File: src/rtl/cordic_arbiter_if.sv
// Operand, result and CORDIC-side handshake bundle for cordic_arbiter.
// The slave modport is the arbiter's view; the master modport is the requester/core side.
interface cordic_arbiter_if #(
    parameter int DATA_WIDTH = 32,
    parameter int TAG_DEPTH  = 8
);
    logic                        req0_valid;
    logic [DATA_WIDTH-1:0]       req0_data;
    logic                        req0_ready;
    logic                        req1_valid;
    logic [DATA_WIDTH-1:0]       req1_data;
    logic                        req1_ready;
    logic                        res0_valid;
    logic [DATA_WIDTH-1:0]       res0_data;
    logic                        res0_ready;
    logic                        res1_valid;
    logic [DATA_WIDTH-1:0]       res1_data;
    logic                        res1_ready;
    logic [DATA_WIDTH-1:0]       cordic_in;
    logic                        cordic_valid_in;
    logic [DATA_WIDTH-1:0]       cordic_out;
    logic                        cordic_valid_out;
    logic [$clog2(TAG_DEPTH):0]  inflight;
    logic                        err_unexpected;

    modport slave (
        input  req0_valid, req0_data, req1_valid, req1_data,
        input  res0_ready, res1_ready, cordic_out, cordic_valid_out,
        output req0_ready, req1_ready, res0_valid, res0_data, res1_valid, res1_data,
        output cordic_in, cordic_valid_in, inflight, err_unexpected
    );

    modport master (
        output req0_valid, req0_data, req1_valid, req1_data,
        output res0_ready, res1_ready, cordic_out, cordic_valid_out,
        input  req0_ready, req1_ready, res0_valid, res0_data, res1_valid, res1_data,
        input  cordic_in, cordic_valid_in, inflight, err_unexpected
    );
endinterface

File: src/rtl/cordic_arbiter.sv
// Round-robin sharing of one non-stalling CORDIC pipeline between two requesters,
// with an in-order tag FIFO steering results and credits reserving result FIFO space.
module cordic_arbiter #(
    parameter int DATA_WIDTH = 32,
    parameter int OUT_DEPTH  = 4,
    parameter int TAG_DEPTH  = 8
) (
    input  logic             HCLK,
    input  logic             HRESET,
    cordic_arbiter_if.slave  bus
);
    localparam int OW = $clog2(OUT_DEPTH);
    localparam int TW = $clog2(TAG_DEPTH);
    localparam logic [OW:0] CREDIT_MAX = (OW+1)'(OUT_DEPTH);
    localparam logic [TW:0] TAG_FULL   = (TW+1)'(TAG_DEPTH);

    logic [OW:0]            credit_r   [2];
    logic                   tag_mem_r  [TAG_DEPTH];
    logic [TW:0]            tag_wr_r;
    logic [TW:0]            tag_rd_r;
    logic [DATA_WIDTH-1:0]  res_mem_r  [2][OUT_DEPTH];
    logic [OW:0]            res_wr_r   [2];
    logic [OW:0]            res_rd_r   [2];
    logic                   rr_r;
    logic [DATA_WIDTH-1:0]  cordic_in_r;
    logic                   cordic_valid_in_r;
    logic                   err_r;

    logic [TW:0]            tag_count_s;
    logic                   tag_empty_s;
    logic                   tag_pop_s;
    logic                   tag_space_s;
    logic                   tag_head_s;
    logic [1:0]             elig_s;
    logic [1:0]             grant_s;
    logic                   grant_any_s;
    logic                   grant_id_s;
    logic [DATA_WIDTH-1:0]  issue_data_s;
    logic [1:0]             res_valid_s;
    logic [1:0]             pop_s;

    assign tag_count_s  = tag_wr_r - tag_rd_r;
    assign tag_empty_s  = (tag_count_s == '0);
    assign tag_pop_s    = bus.cordic_valid_out && !tag_empty_s;
    // A full tag FIFO can still accept a push when a result retires the head this cycle.
    assign tag_space_s  = (tag_count_s != TAG_FULL) || tag_pop_s;
    assign tag_head_s   = tag_mem_r[tag_rd_r[TW-1:0]];

    assign elig_s[0]    = bus.req0_valid && (credit_r[0] != '0) && tag_space_s;
    assign elig_s[1]    = bus.req1_valid && (credit_r[1] != '0) && tag_space_s;
    assign grant_any_s  = |grant_s;
    assign grant_id_s   = grant_s[1];
    assign issue_data_s = grant_s[1] ? bus.req1_data : bus.req0_data;

    assign res_valid_s[0] = (res_wr_r[0] != res_rd_r[0]);
    assign res_valid_s[1] = (res_wr_r[1] != res_rd_r[1]);
    assign pop_s[0]       = res_valid_s[0] && bus.res0_ready;
    assign pop_s[1]       = res_valid_s[1] && bus.res1_ready;

    // Round-robin grant: the pointer port wins only when both are eligible.
    always_comb begin
        grant_s = 2'b00;
        case (elig_s)
            2'b11:   grant_s = rr_r ? 2'b10 : 2'b01;
            2'b01:   grant_s = 2'b01;
            2'b10:   grant_s = 2'b10;
            default: grant_s = 2'b00;
        endcase
    end

    // Control state: issue register, tag/result pointers, credits, pointer and sticky error.
    always_ff @(posedge HCLK) begin
        if (HRESET) begin
            cordic_valid_in_r <= 1'b0;
            cordic_in_r       <= '0;
            tag_wr_r          <= '0;
            tag_rd_r          <= '0;
            rr_r              <= 1'b0;
            err_r             <= 1'b0;
            for (int p = 0; p < 2; p++) begin
                credit_r[p] <= CREDIT_MAX;
                res_wr_r[p] <= '0;
                res_rd_r[p] <= '0;
            end
        end else begin
            cordic_valid_in_r <= grant_any_s;
            if (grant_any_s) begin
                cordic_in_r <= issue_data_s;
                tag_wr_r    <= tag_wr_r + 1'b1;
                rr_r        <= ~grant_id_s;
            end
            if (tag_pop_s) begin
                tag_rd_r             <= tag_rd_r + 1'b1;
                res_wr_r[tag_head_s] <= res_wr_r[tag_head_s] + 1'b1;
            end
            if (bus.cordic_valid_out && tag_empty_s) begin
                err_r <= 1'b1;
            end
            for (int p = 0; p < 2; p++) begin
                if (pop_s[p]) begin
                    res_rd_r[p] <= res_rd_r[p] + 1'b1;
                end
                case ({grant_s[p], pop_s[p]})
                    2'b10:   credit_r[p] <= credit_r[p] - 1'b1;
                    2'b01:   credit_r[p] <= credit_r[p] + 1'b1;
                    default: credit_r[p] <= credit_r[p];
                endcase
            end
        end
    end

    // Storage arrays carry no reset; the pointers above define what is valid.
    always_ff @(posedge HCLK) begin
        if (!HRESET && grant_any_s) begin
            tag_mem_r[tag_wr_r[TW-1:0]] <= grant_id_s;
        end
        if (!HRESET && tag_pop_s) begin
            res_mem_r[tag_head_s][res_wr_r[tag_head_s][OW-1:0]] <= bus.cordic_out;
        end
    end

    assign bus.req0_ready      = grant_s[0];
    assign bus.req1_ready      = grant_s[1];
    assign bus.res0_valid      = res_valid_s[0];
    assign bus.res1_valid      = res_valid_s[1];
    assign bus.res0_data       = res_mem_r[0][res_rd_r[0][OW-1:0]];
    assign bus.res1_data       = res_mem_r[1][res_rd_r[1][OW-1:0]];
    assign bus.cordic_in       = cordic_in_r;
    assign bus.cordic_valid_in = cordic_valid_in_r;
    assign bus.inflight        = tag_count_s;
    assign bus.err_unexpected  = err_r;
endmodule

File: src/flat_wrapper.sv
// flat-port wrapper written by rule: the top's interface ports become plain ports
module cordic_arbiter_flat 
#(
    parameter int DATA_WIDTH = 32,
    parameter int OUT_DEPTH  = 4,
    parameter int TAG_DEPTH  = 8
)
  (HCLK, HRESET, bus_req0_valid, bus_req0_data, bus_req1_valid, bus_req1_data, bus_res0_ready, bus_res1_ready, bus_cordic_out, bus_cordic_valid_out, bus_req0_ready, bus_req1_ready, bus_res0_valid, bus_res0_data, bus_res1_valid, bus_res1_data, bus_cordic_in, bus_cordic_valid_in, bus_inflight, bus_err_unexpected);
  cordic_arbiter_if #(.DATA_WIDTH(DATA_WIDTH), .TAG_DEPTH(TAG_DEPTH)) bus_i ();
  input  logic HCLK;
  input  logic HRESET;
  input wire logic [$bits(bus_i.req0_valid)-1:0] bus_req0_valid;
  input wire logic [$bits(bus_i.req0_data)-1:0] bus_req0_data;
  input wire logic [$bits(bus_i.req1_valid)-1:0] bus_req1_valid;
  input wire logic [$bits(bus_i.req1_data)-1:0] bus_req1_data;
  input wire logic [$bits(bus_i.res0_ready)-1:0] bus_res0_ready;
  input wire logic [$bits(bus_i.res1_ready)-1:0] bus_res1_ready;
  input wire logic [$bits(bus_i.cordic_out)-1:0] bus_cordic_out;
  input wire logic [$bits(bus_i.cordic_valid_out)-1:0] bus_cordic_valid_out;
  output wire logic [$bits(bus_i.req0_ready)-1:0] bus_req0_ready;
  output wire logic [$bits(bus_i.req1_ready)-1:0] bus_req1_ready;
  output wire logic [$bits(bus_i.res0_valid)-1:0] bus_res0_valid;
  output wire logic [$bits(bus_i.res0_data)-1:0] bus_res0_data;
  output wire logic [$bits(bus_i.res1_valid)-1:0] bus_res1_valid;
  output wire logic [$bits(bus_i.res1_data)-1:0] bus_res1_data;
  output wire logic [$bits(bus_i.cordic_in)-1:0] bus_cordic_in;
  output wire logic [$bits(bus_i.cordic_valid_in)-1:0] bus_cordic_valid_in;
  output wire logic [$bits(bus_i.inflight)-1:0] bus_inflight;
  output wire logic [$bits(bus_i.err_unexpected)-1:0] bus_err_unexpected;
  assign bus_i.req0_valid = bus_req0_valid;
  assign bus_i.req0_data = bus_req0_data;
  assign bus_i.req1_valid = bus_req1_valid;
  assign bus_i.req1_data = bus_req1_data;
  assign bus_i.res0_ready = bus_res0_ready;
  assign bus_i.res1_ready = bus_res1_ready;
  assign bus_i.cordic_out = bus_cordic_out;
  assign bus_i.cordic_valid_out = bus_cordic_valid_out;
  assign bus_req0_ready = bus_i.req0_ready;
  assign bus_req1_ready = bus_i.req1_ready;
  assign bus_res0_valid = bus_i.res0_valid;
  assign bus_res0_data = bus_i.res0_data;
  assign bus_res1_valid = bus_i.res1_valid;
  assign bus_res1_data = bus_i.res1_data;
  assign bus_cordic_in = bus_i.cordic_in;
  assign bus_cordic_valid_in = bus_i.cordic_valid_in;
  assign bus_inflight = bus_i.inflight;
  assign bus_err_unexpected = bus_i.err_unexpected;
  cordic_arbiter #(.DATA_WIDTH(DATA_WIDTH), .OUT_DEPTH(OUT_DEPTH), .TAG_DEPTH(TAG_DEPTH)) u_core (.HCLK(HCLK), .HRESET(HRESET), .bus(bus_i));
endmodule
File: config.mk
export PLATFORM = sky130hd
export DESIGN_NAME = cordic_arbiter_flat
export DESIGN_NICKNAME = d
export VERILOG_FILES = /design/src/rtl/cordic_arbiter_if.sv /design/src/rtl/cordic_arbiter.sv /design/src/flat_wrapper.sv
export SDC_FILE = /design/constraint.sdc
export NUM_CORES = 1
export LEC_CHECK = 0
export BUFFER_PORTS_ARGS = -buffer_cell sky130_fd_sc_hd__buf_2
export CORE_MARGIN = 2
export CORE_UTILIZATION = 55
export CTS_BUF_LIST = sky130_fd_sc_hd__clkbuf_4
export DETAILED_ROUTE_END_ITERATION = 10
export PLACE_DENSITY = 0.78
export SLEW_MARGIN = 20
export SYNTH_ARGS = -nofsm -noshare
export SYNTH_HDL_FRONTEND = slang
export SYNTH_SLANG_ARGS = --single-unit
File: constraint.sdc
create_clock -name HCLK -period 4.4 [get_ports HCLK]
set_clock_uncertainty 0.15 [all_clocks]
set_input_delay 0.66 -clock HCLK [delete_from_list [all_inputs] [get_ports HCLK]]
set_output_delay 0.66 -clock HCLK [all_outputs]
set_load 0.05 [all_outputs]
==> results.md <==
* Outcome: completed
* CTS Root Cell: clkbuf_4
* Vias in the first global route at 8177
* RD Place Congestion at 0.7655
* DP Area at 14860 µm²
* Cell Pwr Density at 652.2 nW/µm²
* Synth Area per Inst at 17.24 µm²
* Mapped Nets at 907
* Post-synth top area share at 0.6267
* Cell count after synthesis at 784
* Reg clk slew, reported paths at 0.07 ns
* Seq/Total Area, Yosys at 0.6948
* Async SR Flop Fraction at 0
* Starting Density at 0.5573
* Static Leak at 5.683 nW
* Crit path cell chain: inv_1 -> ha_1 -> inv_1 -> fa_1 -> or4_4 -> o31a_1 -> and2_1 -> buf_6 -> buf_4
* Core box area at 24250 µm²
* Count of final setup violators at 0
* Main synth FF type: edfxtp_1
* Slowest stage cell, crit path: or4_4
* FILL cells at 1691
* Maxcap violations at 0
* Skew-Pair Late Insertion Delay at 0.67 ns
* FP Rows at 57
* CP most frequent cell: inv_1
* Hold Vio Cnt, Final at 0
* Synth Warn # at 0
* Wirelength per Cell at 19.86 µm
* Total Routing Usage GR at 0.2232
* Worst setup margin at 0.2697 ns
* Tot Pwr at 10.37 mW
* Global-route wire length before repair at 44.27 mm
* Worst Hold Depth at 1
* CP top delay family: simple AND/OR/NAND/NOR gates
* Synth area leaders: edfxtp_1 63%, mux4_2 11%, dfxtp_1 6.8%
* Final period util at 0.9387
* Setup CP Type: flop to primary output
* Slew Limit Fails at 0
* Post-route ant nets at 0
* Post-synthesis register bit count at 328
* Num ports at 209
* DPL Wire Length at 17.70 mm
* Post-layout instance area at 15900 µm²
* CTS tree: yes
* Clock tree buffer depth at 3
* Critical path endpoint category: primary output
* CP Max Fanout at 42
* Most common cell in the netlist: edfxtp_1
* DRT iter0 DRCs at 379
* EDFF count, synth at 282
* Inserted Clock Buffers at 82
* RSZ-0062 raised after global routing: false
* Commonest cells post-synth: 282 x edfxtp_1, 66 x mux4_2, 46 x dfxtp_1
* PortBufs at 208
* Wirelength, routed at 28.24 mm
* Worst-Margin Slew at 0.8978 ns
* Detailed Routing Iterations Pass 1 at 4
* Initial antenna violation count at 4
* Dpl ws at 0.5028 ns
* Worst r2r path cells at 14
* Worst IR Drop VDD at 0.0006049 V
* WP data arrival at 3.32 ns
* Fraction of layout instances using a drive strength above 1 at 0.4018
* DR vias at 8050
* Die Span Y at 160.7 µm
* Area delta synth->final at 17.67%
* DIE AREA at 25840 µm²
* Vias per Instance at 5.661
* Cell area after synthesis at 13510 µm²
* DR DRC count at 0
* Die Wd at 160.7 µm
* Synth cell types at 44
* Largest net degree at the start of global routing at 116
* Crit. path cell count at 9
* Critical Path RT at 3.59 ns
* Slew HR at 0.4015
* GRT overflow at 0
* CTS sink cnt at 328
* Critical path startpoint category: flop
* Layout net count at 1162
* Most area-hungry cell type in the Yosys netlist: edfxtp_1
* H-tree levels at 3
* Min Tclk post-route at 4.130 ns
* Worst hold path class: input pin to flop
* Slowest Stage Delay on Critical Path at 0.58 ns
* F_max at 242.1 MHz
* Setup TNS at 0 ns
* Worst Path Buf+Inv at 4
flip-flops by register name, indices dropped and copies added (netlist names), named ones only:
signal	cells
u_core.res_mem_r	256
u_core.res_rd_r	6
u_core.tag_mem_r	8
u_core.credit_r	6
u_core.res_wr_r	6
u_core.tag_wr_r	4
u_core.bus.err_unexpected	1
u_core.bus.cordic_in	32
u_core.rr_r	1
u_core.tag_rd_r	4
u_core.bus.cordic_valid_in	1
repair_timing:
item | in CTS | in global routing
gates resized for setup | 0 | 4
setup endpoints to repair | 0 | 1
hold buffers | 0 | 0
buffers inserted | 0 | 0
report_power, final:
group          internal [mW]  total [mW]  switching [mW]
logic                   1.12        3.88            2.77
clock network           1.30        2.46            1.15
registers               3.84        4.03           0.192
total                   6.26        10.4            4.11
cell families (layout without fill, tap and decap cells):
kind of cell / count (synthesis) / count (layout) / synth area share
flops: 328 / 328 / 0.6948
simple gates: 210 / 210 / 0.1019
buf+inv: 79 / 390 / 0.02620
mux: 71 / 71 / 0.1137
compound gates: 59 / 59 / 0.03268
fa+ha+maj: 20 / 20 / 0.01963
xor+xnor: 17 / 17 / 0.01102
other cells: 0 / 3 / 0
per-layer routing:
metal	routed length [µm]	vias up	global-route usage
li1	-	3681	-
met1	11190	3980	0.2766
met2	14070	347	0.3742
met3	2276	40	0.06302
met4	687	2	0.09091
met5	13	-	0
final timing paths:
path / slack [ns] / from / endpoint
max: 0.27 / u_core.tag_wr_r[0] / bus_req1_ready
max reg2reg: 0.55 / u_core.tag_wr_r[0] / u_core.credit_r[1][2]
min: 0.09 / bus_cordic_out[19] / u_core.res_mem_r[1][115]
min reg2reg: 0.36 / u_core.bus.cordic_in[20] / u_core.bus.cordic_in[20]
final cells by class:
class / count / area (µm²) / share of cell area
antenna: 3 / 7.507 / 0.0004721
clock buffer: 119 / 893.4 / 0.05619
clock inverter: 21 / 128.9 / 0.008105
inverter: 20 / 75.07 / 0.004721
multi-input combinational: 377 / 3787 / 0.2382
sequential: 328 / 9390 / 0.5906
tap: 324 / 405.4 / 0.02550
timing repair buffer: 230 / 1212 / 0.07625
through the flow:
step	util	cells	hold slack (ns)
floorplan	-	784	0.3359
global placement	0.6130	1279	0.3344
detailed placement	0.6130	1279	0.3433
CTS	0.6551	1419	0.03574
global route	0.6557	1422	0.03693
finish	0.6557	1422	0.09428
cells in the final DEF, fill, tap and decap left out, types with 8 or more instances in the layout:
master | netlist | routed
dfxtp_1 | 46 | 45
nand4_1 | 32 | 32
mux4_2 | 66 | 66
buf_2 | 13 | 207
nor4_1 | 8 | 8
clkinv_1 | 0 | 13
and2_1 | 14 | 8
inv_1 | 20 | 20
nand4b_1 | 32 | 32
edfxtp_1 | 282 | 282
nand3b_1 | 34 | 34
ha_1 | 18 | 18
buf_4 | 1 | 22
o211ai_1 | 33 | 33
clkbuf_4 | 0 | 119
a21oi_1 | 8 | 8
nor2b_1 | 34 | 34
xnor2_1 | 13 | 13
nor2_1 | 20 | 20
worst register-to-register path, cell delays in order, from the launching register on:
cell and delay, ns:
dfxtp_2 0.35, inv_1 0.15, ha_1 0.20, inv_1 0.06
fa_1 0.50, or4_4 0.58, or3_2 0.45, nand3_2 0.09
inv_1 0.06, ha_1 0.20, nor4_1 0.36, nor2_1 0.12
o21ai_0 0.17, o32ai_1 0.15, o21ai_0 0.17
(Power assumes the default switching activity.)
